<file path="config.mk">
export PLATFORM = sky130hd
export DESIGN_NAME = alu_seq_ctrl_flat
export DESIGN_NICKNAME = d
export VERILOG_FILES = /design/src/rtl/alu_seq_pkg.sv /design/src/rtl/alu_seq_ctrl_if.sv /design/src/rtl/alu_seq_nibble_mux.sv /design/src/rtl/alu_seq_ctrl.sv /design/src/flat_wrapper.sv
export SDC_FILE = /design/constraint.sdc
export NUM_CORES = 1
export LEC_CHECK = 0
export BUFFER_PORTS_ARGS = -buffer_cell sky130_fd_sc_hd__buf_2
export CORE_MARGIN = 1
export CORE_UTILIZATION = 52
export CTS_CLUSTER_DIAMETER = 150
export CTS_CLUSTER_SIZE = 24
export DETAILED_ROUTE_END_ITERATION = 10
export GPL_TIMING_DRIVEN = 1
export PLACE_DENSITY = 0.85
export SETUP_SLACK_MARGIN = 0.1
export SLEW_MARGIN = 20
export SYNTH_ARGS = -nofsm -noshare
export SYNTH_HDL_FRONTEND = slang
export SYNTH_SLANG_ARGS = --single-unit
export TNS_END_PERCENT = 10
</file>
<file path="constraint.sdc">
create_clock -name clk -period 2.2 [get_ports clk]
set_input_delay 0.44 -clock clk [delete_from_list [all_inputs] [get_ports clk]]
set_output_delay 0.44 -clock clk [all_outputs]
set_load 0.02 [all_outputs]
</file>
<file path="src/rtl/alu_seq_pkg.sv">
// Shared encodings and helpers for the nibble-serial ALU sequencer.
package alu_seq_pkg;

  localparam int unsigned OP_W    = 3;
  localparam int unsigned ALUOP_W = 2;

  localparam logic [OP_W-1:0] OP_ADD = 3'b000;
  localparam logic [OP_W-1:0] OP_SUB = 3'b001;
  localparam logic [OP_W-1:0] OP_AND = 3'b010;
  localparam logic [OP_W-1:0] OP_OR  = 3'b011;
  localparam logic [OP_W-1:0] OP_XOR = 3'b100;

  localparam logic [ALUOP_W-1:0] ALUOP_ADD = 2'b00;
  localparam logic [ALUOP_W-1:0] ALUOP_AND = 2'b01;
  localparam logic [ALUOP_W-1:0] ALUOP_OR  = 2'b10;
  localparam logic [ALUOP_W-1:0] ALUOP_XOR = 2'b11;

  typedef enum logic [1:0] {
    ST_IDLE = 2'd0,
    ST_EXEC = 2'd1,
    ST_RESP = 2'd2
  } state_e;

  function automatic logic op_is_arith(input logic [OP_W-1:0] op);
    return (op == OP_ADD) || (op == OP_SUB);
  endfunction

  function automatic logic op_is_legal(input logic [OP_W-1:0] op);
    return op <= OP_XOR;
  endfunction

  // Illegal ops fall through to add so the ALU sees a harmless 0+0
  function automatic logic [ALUOP_W-1:0] op_to_aluop(input logic [OP_W-1:0] op);
    logic [ALUOP_W-1:0] res;
    res = ALUOP_ADD;
    case (op)
      OP_AND:  res = ALUOP_AND;
      OP_OR:   res = ALUOP_OR;
      OP_XOR:  res = ALUOP_XOR;
      default: res = ALUOP_ADD;
    endcase
    return res;
  endfunction

endpackage

</file>
<file path="src/rtl/alu_seq_ctrl_if.sv">
// Request/response channels of the ALU sequencer.
// rsp_ovf exists only when ALU_SEQ_CTRL_OVF_EN is defined.
interface alu_seq_ctrl_if #(parameter int unsigned NIBBLES = 4);
  localparam int unsigned W = 4 * NIBBLES;

  logic           req_valid;
  logic           req_ready;
  logic [2:0]     req_op;
  logic [W-1:0]   req_a;
  logic [W-1:0]   req_b;
  logic           req_cin;
  logic           rsp_valid;
  logic           rsp_ready;
  logic [W-1:0]   rsp_r;
  logic           rsp_carry;
  logic           rsp_zero;
  logic           rsp_sign;
`ifdef ALU_SEQ_CTRL_OVF_EN
  logic           rsp_ovf;
`endif

  modport master (
    output req_valid, req_op, req_a, req_b, req_cin, rsp_ready,
    input  req_ready, rsp_valid, rsp_r, rsp_carry, rsp_zero, rsp_sign
`ifdef ALU_SEQ_CTRL_OVF_EN
    , input rsp_ovf
`endif
  );

  modport slave (
    input  req_valid, req_op, req_a, req_b, req_cin, rsp_ready,
    output req_ready, rsp_valid, rsp_r, rsp_carry, rsp_zero, rsp_sign
`ifdef ALU_SEQ_CTRL_OVF_EN
    , output rsp_ovf
`endif
  );
endinterface

</file>
<file path="src/rtl/alu_seq_nibble_mux.sv">
// Selects nibble k of the operands for the ALU and merges the ALU result into slot k.
module alu_seq_nibble_mux #(
  parameter int unsigned NIBBLES = 4
) (
  input  logic [4*NIBBLES-1:0]                         a_i,
  input  logic [4*NIBBLES-1:0]                         b_i,
  input  logic [((NIBBLES > 1) ? $clog2(NIBBLES) : 1)-1:0] k_i,
  input  logic                                         en_i,
  input  logic [4*NIBBLES-1:0]                         result_i,
  input  logic [3:0]                                   alu_r_i,
  output logic [3:0]                                   alu_a_o,
  output logic [3:0]                                   alu_b_o,
  output logic [4*NIBBLES-1:0]                         result_o
);
  localparam int unsigned KW = (NIBBLES > 1) ? $clog2(NIBBLES) : 1;

  always_comb begin
    alu_a_o  = 4'h0;
    alu_b_o  = 4'h0;
    result_o = result_i;
    for (int unsigned n = 0; n < NIBBLES; n++) begin
      if (en_i && (KW'(n) == k_i)) begin
        alu_a_o             = a_i[4*n +: 4];
        alu_b_o             = b_i[4*n +: 4];
        result_o[4*n +: 4]  = alu_r_i;
      end
    end
  end
endmodule

</file>
<file path="src/rtl/alu_seq_ctrl.sv">
// Sequences a 4*NIBBLES-bit op over an external 4-bit ALU, one nibble per cycle, LSB first.
// Optional signed-overflow output enabled by ALU_SEQ_CTRL_OVF_EN.
module alu_seq_ctrl
  import alu_seq_pkg::*;
#(
  parameter int unsigned NIBBLES = 4
) (
  input  logic                clk,
  input  logic                reset,
  alu_seq_ctrl_if.slave       bus,
  output logic [3:0]          alu_a,
  output logic [3:0]          alu_b,
  output logic                alu_cin,
  output logic [ALUOP_W-1:0]  alu_op,
  input  logic [3:0]          alu_r,
  input  logic                alu_cout
);
  localparam int unsigned W  = 4 * NIBBLES;
  localparam int unsigned KW = (NIBBLES > 1) ? $clog2(NIBBLES) : 1;

  state_e          state_q;
  logic [OP_W-1:0] op_q;
  logic [W-1:0]    a_q;
  logic [W-1:0]    b_q;
  logic [W-1:0]    result_q;
  logic [KW-1:0]   k_q;
  logic            carry_q;
  logic            rsp_valid_q;
  logic            zero_q;
`ifdef ALU_SEQ_CTRL_OVF_EN
  logic            ovf_q;
`endif

  logic         exec;
  logic         last_nib;
  logic [3:0]   alu_r_gated;
  logic [W-1:0] result_nxt;
  logic         carry_nxt;

  assign exec        = (state_q == ST_EXEC);
  assign last_nib    = (k_q == KW'(NIBBLES - 1));
  assign alu_r_gated = op_is_legal(op_q) ? alu_r : 4'h0;
  assign carry_nxt   = op_is_arith(op_q) & alu_cout;
  assign alu_cin     = exec & carry_q;
  assign alu_op      = exec ? op_to_aluop(op_q) : ALUOP_ADD;

  alu_seq_nibble_mux #(.NIBBLES(NIBBLES)) u_nibble_mux (
    .a_i      (a_q),
    .b_i      (b_q),
    .k_i      (k_q),
    .en_i     (exec),
    .result_i (result_q),
    .alu_r_i  (alu_r_gated),
    .alu_a_o  (alu_a),
    .alu_b_o  (alu_b),
    .result_o (result_nxt)
  );

  // Ready is suppressed combinationally while reset is asserted
  assign bus.req_ready = (state_q == ST_IDLE) && !reset;
  assign bus.rsp_valid = rsp_valid_q;
  assign bus.rsp_r     = result_q;
  assign bus.rsp_carry = carry_q;
  assign bus.rsp_zero  = zero_q;
  assign bus.rsp_sign  = result_q[W-1];
`ifdef ALU_SEQ_CTRL_OVF_EN
  assign bus.rsp_ovf   = ovf_q;
`endif

  // Sequencer FSM and datapath registers
  always_ff @(posedge clk) begin
    if (reset) begin
      state_q     <= ST_IDLE;
      op_q        <= OP_ADD;
      a_q         <= '0;
      b_q         <= '0;
      result_q    <= '0;
      k_q         <= '0;
      carry_q     <= 1'b0;
      rsp_valid_q <= 1'b0;
      zero_q      <= 1'b0;
`ifdef ALU_SEQ_CTRL_OVF_EN
      ovf_q       <= 1'b0;
`endif
    end else begin
      case (state_q)
        ST_IDLE: begin
          if (bus.req_valid) begin
            // Illegal ops latch zero operands so the ALU computes 0+0
            op_q    <= bus.req_op;
            a_q     <= op_is_legal(bus.req_op) ? bus.req_a : '0;
            b_q     <= !op_is_legal(bus.req_op) ? '0 :
                       (bus.req_op == OP_SUB) ? ~bus.req_b : bus.req_b;
            k_q     <= '0;
            carry_q <= (bus.req_op == OP_SUB) ? 1'b1 :
                       (bus.req_op == OP_ADD) ? bus.req_cin : 1'b0;
            state_q <= ST_EXEC;
          end
        end
        ST_EXEC: begin
          result_q <= result_nxt;
          carry_q  <= carry_nxt;
          k_q      <= k_q + KW'(1);
          if (last_nib) begin
            state_q     <= ST_RESP;
            rsp_valid_q <= 1'b1;
            zero_q      <= (result_nxt == '0);
`ifdef ALU_SEQ_CTRL_OVF_EN
            ovf_q       <= op_is_arith(op_q) && (a_q[W-1] == b_q[W-1]) &&
                           (result_nxt[W-1] != a_q[W-1]);
`endif
          end
        end
        ST_RESP: begin
          if (bus.rsp_ready) begin
            rsp_valid_q <= 1'b0;
            state_q     <= ST_IDLE;
          end
        end
        default: state_q <= ST_IDLE;
      endcase
    end
  end
endmodule

</file>
<file path="src/flat_wrapper.sv">
// flat-port wrapper written by rule: the top's interface ports become plain ports
module alu_seq_ctrl_flat import alu_seq_pkg::*;
#(
  parameter int unsigned NIBBLES = 4
)
  (clk, reset, alu_a, alu_b, alu_cin, alu_op, alu_r, alu_cout, bus_req_valid, bus_req_op, bus_req_a, bus_req_b, bus_req_cin, bus_rsp_ready, bus_req_ready, bus_rsp_valid, bus_rsp_r, bus_rsp_carry, bus_rsp_zero, bus_rsp_sign);
  alu_seq_ctrl_if #(.NIBBLES(NIBBLES)) bus_i ();
  input  logic clk;
  input  logic reset;
  output logic [3:0] alu_a;
  output logic [3:0] alu_b;
  output logic alu_cin;
  output logic [ALUOP_W-1:0] alu_op;
  input  logic [3:0] alu_r;
  input  logic alu_cout;
  input wire logic [$bits(bus_i.req_valid)-1:0] bus_req_valid;
  input wire logic [$bits(bus_i.req_op)-1:0] bus_req_op;
  input wire logic [$bits(bus_i.req_a)-1:0] bus_req_a;
  input wire logic [$bits(bus_i.req_b)-1:0] bus_req_b;
  input wire logic [$bits(bus_i.req_cin)-1:0] bus_req_cin;
  input wire logic [$bits(bus_i.rsp_ready)-1:0] bus_rsp_ready;
  output wire logic [$bits(bus_i.req_ready)-1:0] bus_req_ready;
  output wire logic [$bits(bus_i.rsp_valid)-1:0] bus_rsp_valid;
  output wire logic [$bits(bus_i.rsp_r)-1:0] bus_rsp_r;
  output wire logic [$bits(bus_i.rsp_carry)-1:0] bus_rsp_carry;
  output wire logic [$bits(bus_i.rsp_zero)-1:0] bus_rsp_zero;
  output wire logic [$bits(bus_i.rsp_sign)-1:0] bus_rsp_sign;
  assign bus_i.req_valid = bus_req_valid;
  assign bus_i.req_op = bus_req_op;
  assign bus_i.req_a = bus_req_a;
  assign bus_i.req_b = bus_req_b;
  assign bus_i.req_cin = bus_req_cin;
  assign bus_i.rsp_ready = bus_rsp_ready;
  assign bus_req_ready = bus_i.req_ready;
  assign bus_rsp_valid = bus_i.rsp_valid;
  assign bus_rsp_r = bus_i.rsp_r;
  assign bus_rsp_carry = bus_i.rsp_carry;
  assign bus_rsp_zero = bus_i.rsp_zero;
  assign bus_rsp_sign = bus_i.rsp_sign;
  alu_seq_ctrl #(.NIBBLES(NIBBLES)) u_core (.clk(clk), .reset(reset), .bus(bus_i), .alu_a(alu_a), .alu_b(alu_b), .alu_cin(alu_cin), .alu_op(alu_op), .alu_r(alu_r), .alu_cout(alu_cout));
endmodule
</file>
==> results list, run 1 <==
- The run finished with clean final reports.
- Cell accounting for the most synthesized area: dfxtp_1
- The core region is 5172 µm².
* Leak: 1.474 nW
- In the global route stage, overall resource usage came out at 0.2609.
* Final setup violation count: 0
* Yosys reg bits: 58
* Hold path start: bus_req_a[9]
* Total wirelength of the detailed-routed design: 6950 µm
- For this run, the post-layout net count is 469.
- The average instance in the mapped netlist occupies 8.092 µm².
- Prevailing post-synth register cell: dfxtp_1
- Worst IR drop on VDD: 0.4175 mV
- Netlist area before placement: 2824 µm²
* Nets in the synthesized netlist: 398
- STA classifies the critical path endpoint as an output port.
- During synthesis, Yosys emitted a total of 0 warnings.
* Ranking of synthesized cells by area: dfxtp_1, a21oi_1, a22oi_1
- The final max-slew violation count is 0.
* Critical path's slowest cell: dfxtp_4
* Critical path required time: 1.76 ns
- In this run the worst hold path is classified as input pin to flop.
- Number of max-cap violations: 0
- Worst Setup Path Type: flop to output port
* Root buffer selected by CTS: clkbuf_8
* Finished Cell Area: 3516 µm²
- Yosys mapped a number of flops with a built-in enable equal to 0.
- Ant. Diodes: 0
- Number of hold violations in the final report: 0
- Number of top-level design ports: 77
- Most frequent cell after synthesis: dfxtp_1
* GR Overflow Total: 0
- Number of levels the H-tree was split into: 3
- Post-detailed-route count of antenna-violating nets: 0
- Synthesis handed over a netlist of 349 instances.
* FFs w/ async S/R, synth: 0
- Clk sinks: 58
- Along the worst hold path, the cell count comes to 3.
- For the worst flop-to-flop path, the logic depth is 4.
* Global-route wire length before repair: 10860 µm
* Die X: 75.70 µm
- Number of vias in the routed layout: 2713
- The congestion estimate from routability-driven global placement came to 0.8047.
- Overall power consumption: 2.370 mW
- Clock skew: 0.004306 ns
- The worst register-to-register path begins at u_core.state_q[0].
- CP startpoint kind: flop
- Half-perimeter wire length after placement: 4579 µm
* Endpoint of the worst register-to-register path: u_core.b_q[4]
- At the pin with the least slew margin, the transition time is 0.6559 ns.
* Cts bufs inserted: 9
- The detailed router finished its first iteration with 207 violations.
- Share of post-route cells with drive strength above 1: 0.3113
* Top cell types by occurrence after synthesis: dfxtp_1, nand2_1, nor2_1
- The worst register-to-register path has a setup slack of 0.38 ns.
- The initial antenna violation count is 0.
- Of the synthesized area, sequential elements account for 0.4112.
- Pin count of the biggest net entering global routing: 41
- Crit Path Max Fanout: 8
* CTS max path bufs: 2
- First-pass iteration count of the detailed router: 6
* Count of input and output buffers: 76
* Shortest clock period the worst path allows after layout: 2.126 ns
- DRC viols: 0
* Fmax: 470.4 MHz
- Unrepaired setup endpoints after global routing: true
- Synth top area share: 0.4112
- Row generation in the floorplan step produced 26 rows.
- The die covers 5730 µm².
- Clock tree from TritonCTS: done
* Layout overhead on the synthesized area: 24.50%
* Critical path data arrival time: 1.69 ns
- Average wire per cell in the routed design: 14.07 µm
- Number of distinct standard cells referenced by the synthesized netlist: 37
- Drt via density: 5.492
* Final worst path period share: 0.9663
- The clock reaches the later pin of the worst-skew pair after 0.34 ns.
- Clock transition at the registers of the reported paths: 0.06 ns
- Via count of the first global-routing pass: 2424
* Cell breakdown of the critical path: inv_4 -> ha_4 -> buf_6 -> nand2_1 -> o21ai_2 -> o21ai_0 -> a21oi_1 -> buf_4
- Power per cell area: 674.0 nW/µm²
* Height of the die: 75.70 µm
* Initial core utilization: 0.5460
* Placed standard-cell area: 3212 µm²
* Worst hold endpoint: u_core.a_q[9]
* Delay contributed by the slowest stage of the critical path: 0.37 ns
- Headroom to the max-slew limit came out at 0.5627.
## cell usage in the layout, fill, tap and decap left out, drive strengths merged, types with 3 or more instances in the layout
cell	Yosys	final
a22oi	32	32
mux2i	5	5
nand3	10	10
clkbuf	20	12
nand4	8	8
inv	12	12
o21ai	17	17
clkinv	0	3
nor3	5	5
nor2	43	43
ha	4	4
nand2	48	48
buf	11	91
dfxtp	58	58
a21oi	39	39
xor2	16	16
## logic make-up after synthesis
logic type / share of synthesized area
flops: 0.4112
simple gates: 0.2051
fa+ha+maj: 0.01772
compound gates: 0.2184
xor+xnor: 0.05272
buf+inv: 0.07709
mux: 0.01772
## layer usage
layer	global-route usage	wire length, µm	vias up
met5	0	0	-
met2	0.4484	3407	112
met4	0.1235	123	0
met1	0.3031	2962	1240
met3	0.06878	458	16
li1	-	-	1345
## timing repair
item                                    4_1_cts  5_1_grt
endpoints found under the setup margin        9        8
pin swaps                                     6        7
hold buffers                                  0        0
buffers inserted                              3        2
endpoints found under the hold margin         0        0
resized for setup                            30        9
## power by group
group	leakage (nW)	total, mW	switching [mW]	internal (mW)
combinational	0.908	0.378	0.221	0.157
sequential	0.474	1.13	0.0368	1.10
clock	0.0920	0.860	0.403	0.458
## worst max-delay path, delay by kind of cell (launching register included)
family	cells	cell delay [ns]
and+or+nand+nor	1	0.07
DFF	1	0.37
buffers and inverters	3	0.36
adders and majority gates	1	0.13
AOI/OAI and AO/OA	3	0.39
## per-stage QoR
step | hold slack [ns] | std cells | setup slack (ns) | TNS [ns] | utilization
after global placement | 0.4414 | 474 | 0.2202 | 0 | 0.6209
after detailed placement | 0.4456 | 474 | 0.1842 | 0 | 0.6209
after CTS | 0.3279 | 492 | 0.05177 | 0 | 0.6727
after floorplan | 0.4770 | 349 | 0.2264 | 0 | -
after global routing | 0.3460 | 494 | -0.01528 | -0.03731 | 0.6797
final | 0.3372 | 494 | 0.07411 | 0 | 0.6797
## sequential cells by signal, indices dropped and copies added, names as in the netlist
register,flops
u_core.a_q,16
u_core.b_q,16
u_core.bus.rsp_r,16
u_core.op_q,3
u_core.k_q,2
u_core.state_q,2
u_core.bus.rsp_carry,1
u_core.bus.rsp_valid,1
u_core.bus.rsp_zero,1
## cell type report
type,count,area [µm²]
inverters,12,50.05
clock inverters,3,15.01
fillers,412,1657
repair buffers,91,529.3
multi-input cells,248,1510
well taps,70,87.58
flip-flops and latches,58,1169
clock buffers,12,155.1
## how the worst max path moves through the flow
stage / start / endpoint / slack, ns / cells past startpoint
final: u_core.k_q[0] / alu_a[2] / 0.07 / 8
after global routing: u_core.k_q[1] / alu_b[0] / -0.02 / 8
after CTS: u_core.k_q[0] / alu_b[1] / 0.05 / 8
after detailed placement: u_core.k_q[1] / alu_a[2] / 0.18 / 7
after global placement: u_core.k_q[1] / alu_b[2] / 0.22 / 7
after floorplan: u_core.k_q[0] / alu_a[2] / 0.23 / 7
Note: power is estimated with default switching activity, not from simulation.
==> run 2: changes to the inputs <==
--- a/config.mk
+++ b/config.mk
@@ -11,8 +11,7 @@
 export CTS_CLUSTER_DIAMETER = 150
 export CTS_CLUSTER_SIZE = 24
 export DETAILED_ROUTE_END_ITERATION = 10
-export GPL_TIMING_DRIVEN = 1
-export PLACE_DENSITY = 0.85
+export PLACE_DENSITY_LB_ADDON = 0.15
 export SETUP_SLACK_MARGIN = 0.1
 export SLEW_MARGIN = 20
 export SYNTH_ARGS = -nofsm -noshare
==> run 2 against run 1 <==
  * Register-to-register slack improved by 0.12 ns
  * Design area rose by 1.8%
  * Sequential share of layout area is 0.59 points lower
  * Core utilization up 1.2 points
  * Die area unchanged
  * Clock power up 7.0%
  * Count of clock-buffer cells in the layout increased by 1
  * Combinational power rose by 5%
  * Via count decreased by 0.81%
  * Critical path type unchanged
  * Largest cell class unchanged
  * Largest power group unchanged
==> results list, run 2 (synthesized netlist as in run 1, its figures left out) <==
* Overall power consumption: 2.449 mW (was 2.370 mW)
* Count of input and output buffers: 76 (unchanged)
- The total clock buffers created by CTS came to 9 (unchanged).
- Drt via density: 5.425 (was 5.492)
- The worst clock skew was 0.003511 ns (was 0.004306 ns).
- Hold path start: bus_req_a[9] (unchanged)
- Row Count: 26 (unchanged)
- Final cell count without fillers: 496 (was 494)
- Endpoint class of the critical path: output port (unchanged)
- Clock transition at the registers of the reported paths: 0.06 ns (about the same)
- Fraction of power consumed by sequential logic: 0.462 (was 0.478)
- Share of post-route cells with drive strength above 1: 0.3192 (was 0.3113)
* Ant. Diodes: 0 (unchanged)
- The footprint of the flip-flops and latches came to 1169 µm² (unchanged).
* Slew headroom: 0.5505 (was 0.5627)
- The largest net degree at the start of global routing is 39 (was 41).
- The internal power was 1.788 mW (was 1.710 mW).
- The number of instances on the worst hold path is 3 (unchanged).
- The clock group share of total power is 0.376 (was 0.363).
- CTS max path bufs: 2 (unchanged)
- Total Die Area: 5730 µm² (unchanged)
- The final max-slew violation count was 0 (unchanged).
- Most frequent cells in the layout: buf_2, dfxtp_1, nand2_1, nor2_1, a21oi_1 (unchanged).
- The switching share of total power is 0.2698 (was 0.2785).
- The area inside the core boundary was 5172 µm² (unchanged).
- The weighted congestion at the end of routability-driven global placement came to 0.8467 (was 0.8047).
- Final-stage net count: 471 (was 469)
* Worst IR drop on VDD: 0.4199 mV (was 0.4175 mV)
- Final setup violation count: 0 (unchanged)
* Number of max-cap violations: 0 (unchanged)
* Die X: 75.70 µm (unchanged)
- Combinational Power Share: 0.162 (was 0.159)
- The global router's overall resource usage was 0.2562 (was 0.2609).
- The DRC violations left was 0 (unchanged).
- Count of placed standard cells including taps: 476 (was 474)
- Critical path required time: 1.76 ns (about the same)
- The power density relative to cell area is 684.1 nW/µm² (was 674.0 nW/µm²).
- The origin of the worst setup path is u_core.k_q[0] (unchanged).
* Average wire per cell in the routed design: 14.01 µm (was 14.07 µm)
- Outcome: completed (unchanged).
* Violation count after the first detailed-routing iteration: 147 (was 207)
- The total half-perimeter wirelength after legalization and detailed placement came to 4651 µm (was 4579 µm).
- The number of hold buffers added after CTS was 0 (unchanged).
* Reg2Reg Depth: 4 (unchanged)
* Worst Setup Path Type: flop to output port (unchanged)
* Slew at the pin closest to its max-slew limit: 0.6741 ns (was 0.6559 ns)
* CP startpoint kind: flop (unchanged)
- Fill cell count: 432 (was 412)
- Number of top-level design ports: 77 (unchanged)
* Fmax: 472.9 MHz (was 470.4 MHz)
- The clock latency at the later pin of the worst-skew pair was 0.34 ns (about the same).
* Number of hold violations in the final report: 0 (unchanged)
- The vias after detailed routing came to 2691 (was 2713).
- Antenna violations before repair: 0 (unchanged)
- The final core utilization came to 0.6921 (was 0.6797).
- The initial core utilization came to 0.5460 (unchanged).
- Crit Path Max Fanout: 6 (was 8)
- Global-route wire length before repair: 10460 µm (was 10860 µm)
- The power spent charging and discharging nets came to 0.6606 mW (was 0.6601 mW).
- The share of the clock period used by the worst path after layout is 0.9611 (was 0.9663).
* Final TNS setup: 0 ns (unchanged)
- The die height is 75.70 µm (unchanged).
* Clock tree from TritonCTS: done (unchanged)
- Root buffer selected by CTS: clkbuf_8 (unchanged)
- Unrepaired setup endpoints after global routing: true (unchanged)
* Leak: 1.502 nW (was 1.474 nW)
- Clk sinks: 58 (unchanged)
* Total wirelength of the detailed-routed design: 6947 µm (was 6950 µm)
- The final critical-path required period is 2.114 ns (was 2.126 ns).
- Via count of the first global-routing pass: 2231 (was 2424)
- The startpoint of the worst-slack reg-to-reg timing path was u_core.state_q[0] (unchanged).
- The number of search-and-repair iterations in the first detailed-routing pass was 4 (was 6).
* Layout overhead on the synthesized area: 26.76% (was 24.50%)
* Multi-input logic area: 1521 µm² (was 1510 µm²)
- The worst min-delay path category was input pin to flop (unchanged).
- Critical path data arrival time: 1.67 ns (was 1.69 ns)
- The antenna violation net count after detailed routing came to 0 (unchanged).
* Number of levels the H-tree was split into: 3 (unchanged)
* Most common cell after layout, fill and taps aside: buf_2 (unchanged)
* GR Overflow Total: 0 (unchanged)
## run 2: cell type report
| cell class | count | share of cell area |
|---|---|---|
| Clock inverter | 2 | 0.002796 |
| Inverter | 12 | 0.01398 |
| Multi-Input combinational cell | 248 | 0.4250 |
| Timing Repair Buffer | 93 | 0.1573 |
| Sequential cell | 58 | 0.3265 |
| Clock buffer | 13 | 0.04998 |
| Tap cell | 70 | 0.02447 |
## run 2: per-stage QoR
step | worst slack [ns] | hold slack, ns | instance area (µm²)
floorplan | 0.2264 | 0.4770 | 2824
global placement | 0.2243 | 0.4409 | 3227
detailed placement | 0.1066 | 0.4541 | 3227
CTS | 0.09085 | 0.3199 | 3508
global route | 0.007203 | 0.3232 | 3580
finish | 0.08559 | 0.3338 | 3580
## run 2: metal layers
| metal | global-route usage | wire length (µm) | up-vias |
|---|---|---|---|
| met3 | 0.1111 | 360 | 8 |
| met2 | 0.4077 | 3412 | 81 |
| met4 | 0.06790 | 78 | 0 |
| met1 | 0.3190 | 3095 | 1260 |
| met5 | 0 | 0 | - |
| li1 | - | - | 1342 |
## run 2: worst max-delay path, cell delays in order, from the launching register on
cell and delay (ns):
dfxtp_4 0.37, inv_4 0.09, ha_4 0.17, buf_6 0.12, nand2_1 0.06, o21ai_2 0.15, o21ai_1 0.07, a21oi_1 0.14
buf_4 0.16
## run 2: power groups by stage
stage / sequential (mW) / clock [mW] / combinational (mW)
after floorplan: 1.15 / 0 / 0.237
after global placement: 1.15 / 0 / 0.349
after detailed placement: 1.15 / 0 / 0.354
after CTS: 1.13 / 0.945 / 0.381
after global routing: 1.14 / 0.999 / 0.432
final: 1.13 / 0.920 / 0.396
## run 2: what timing repair did
item                       in CTS  in global routing
cloned                          0                  0
buffers inserted                3                  2
setup endpoints to repair       9                  8
gates resized for setup        34                 19
pin swaps                       2                 10
## run 2: path summary, 6_finish.rpt
| check | to | slack (ns) |
|---|---|---|
| worst max-delay path | alu_b[0] | 0.09 |
| worst max register to register | u_core.b_q[8] | 0.50 |
| worst min-delay path | u_core.a_q[9] | 0.33 |
| worst min register to register | u_core.bus.rsp_r[13] | 0.46 |
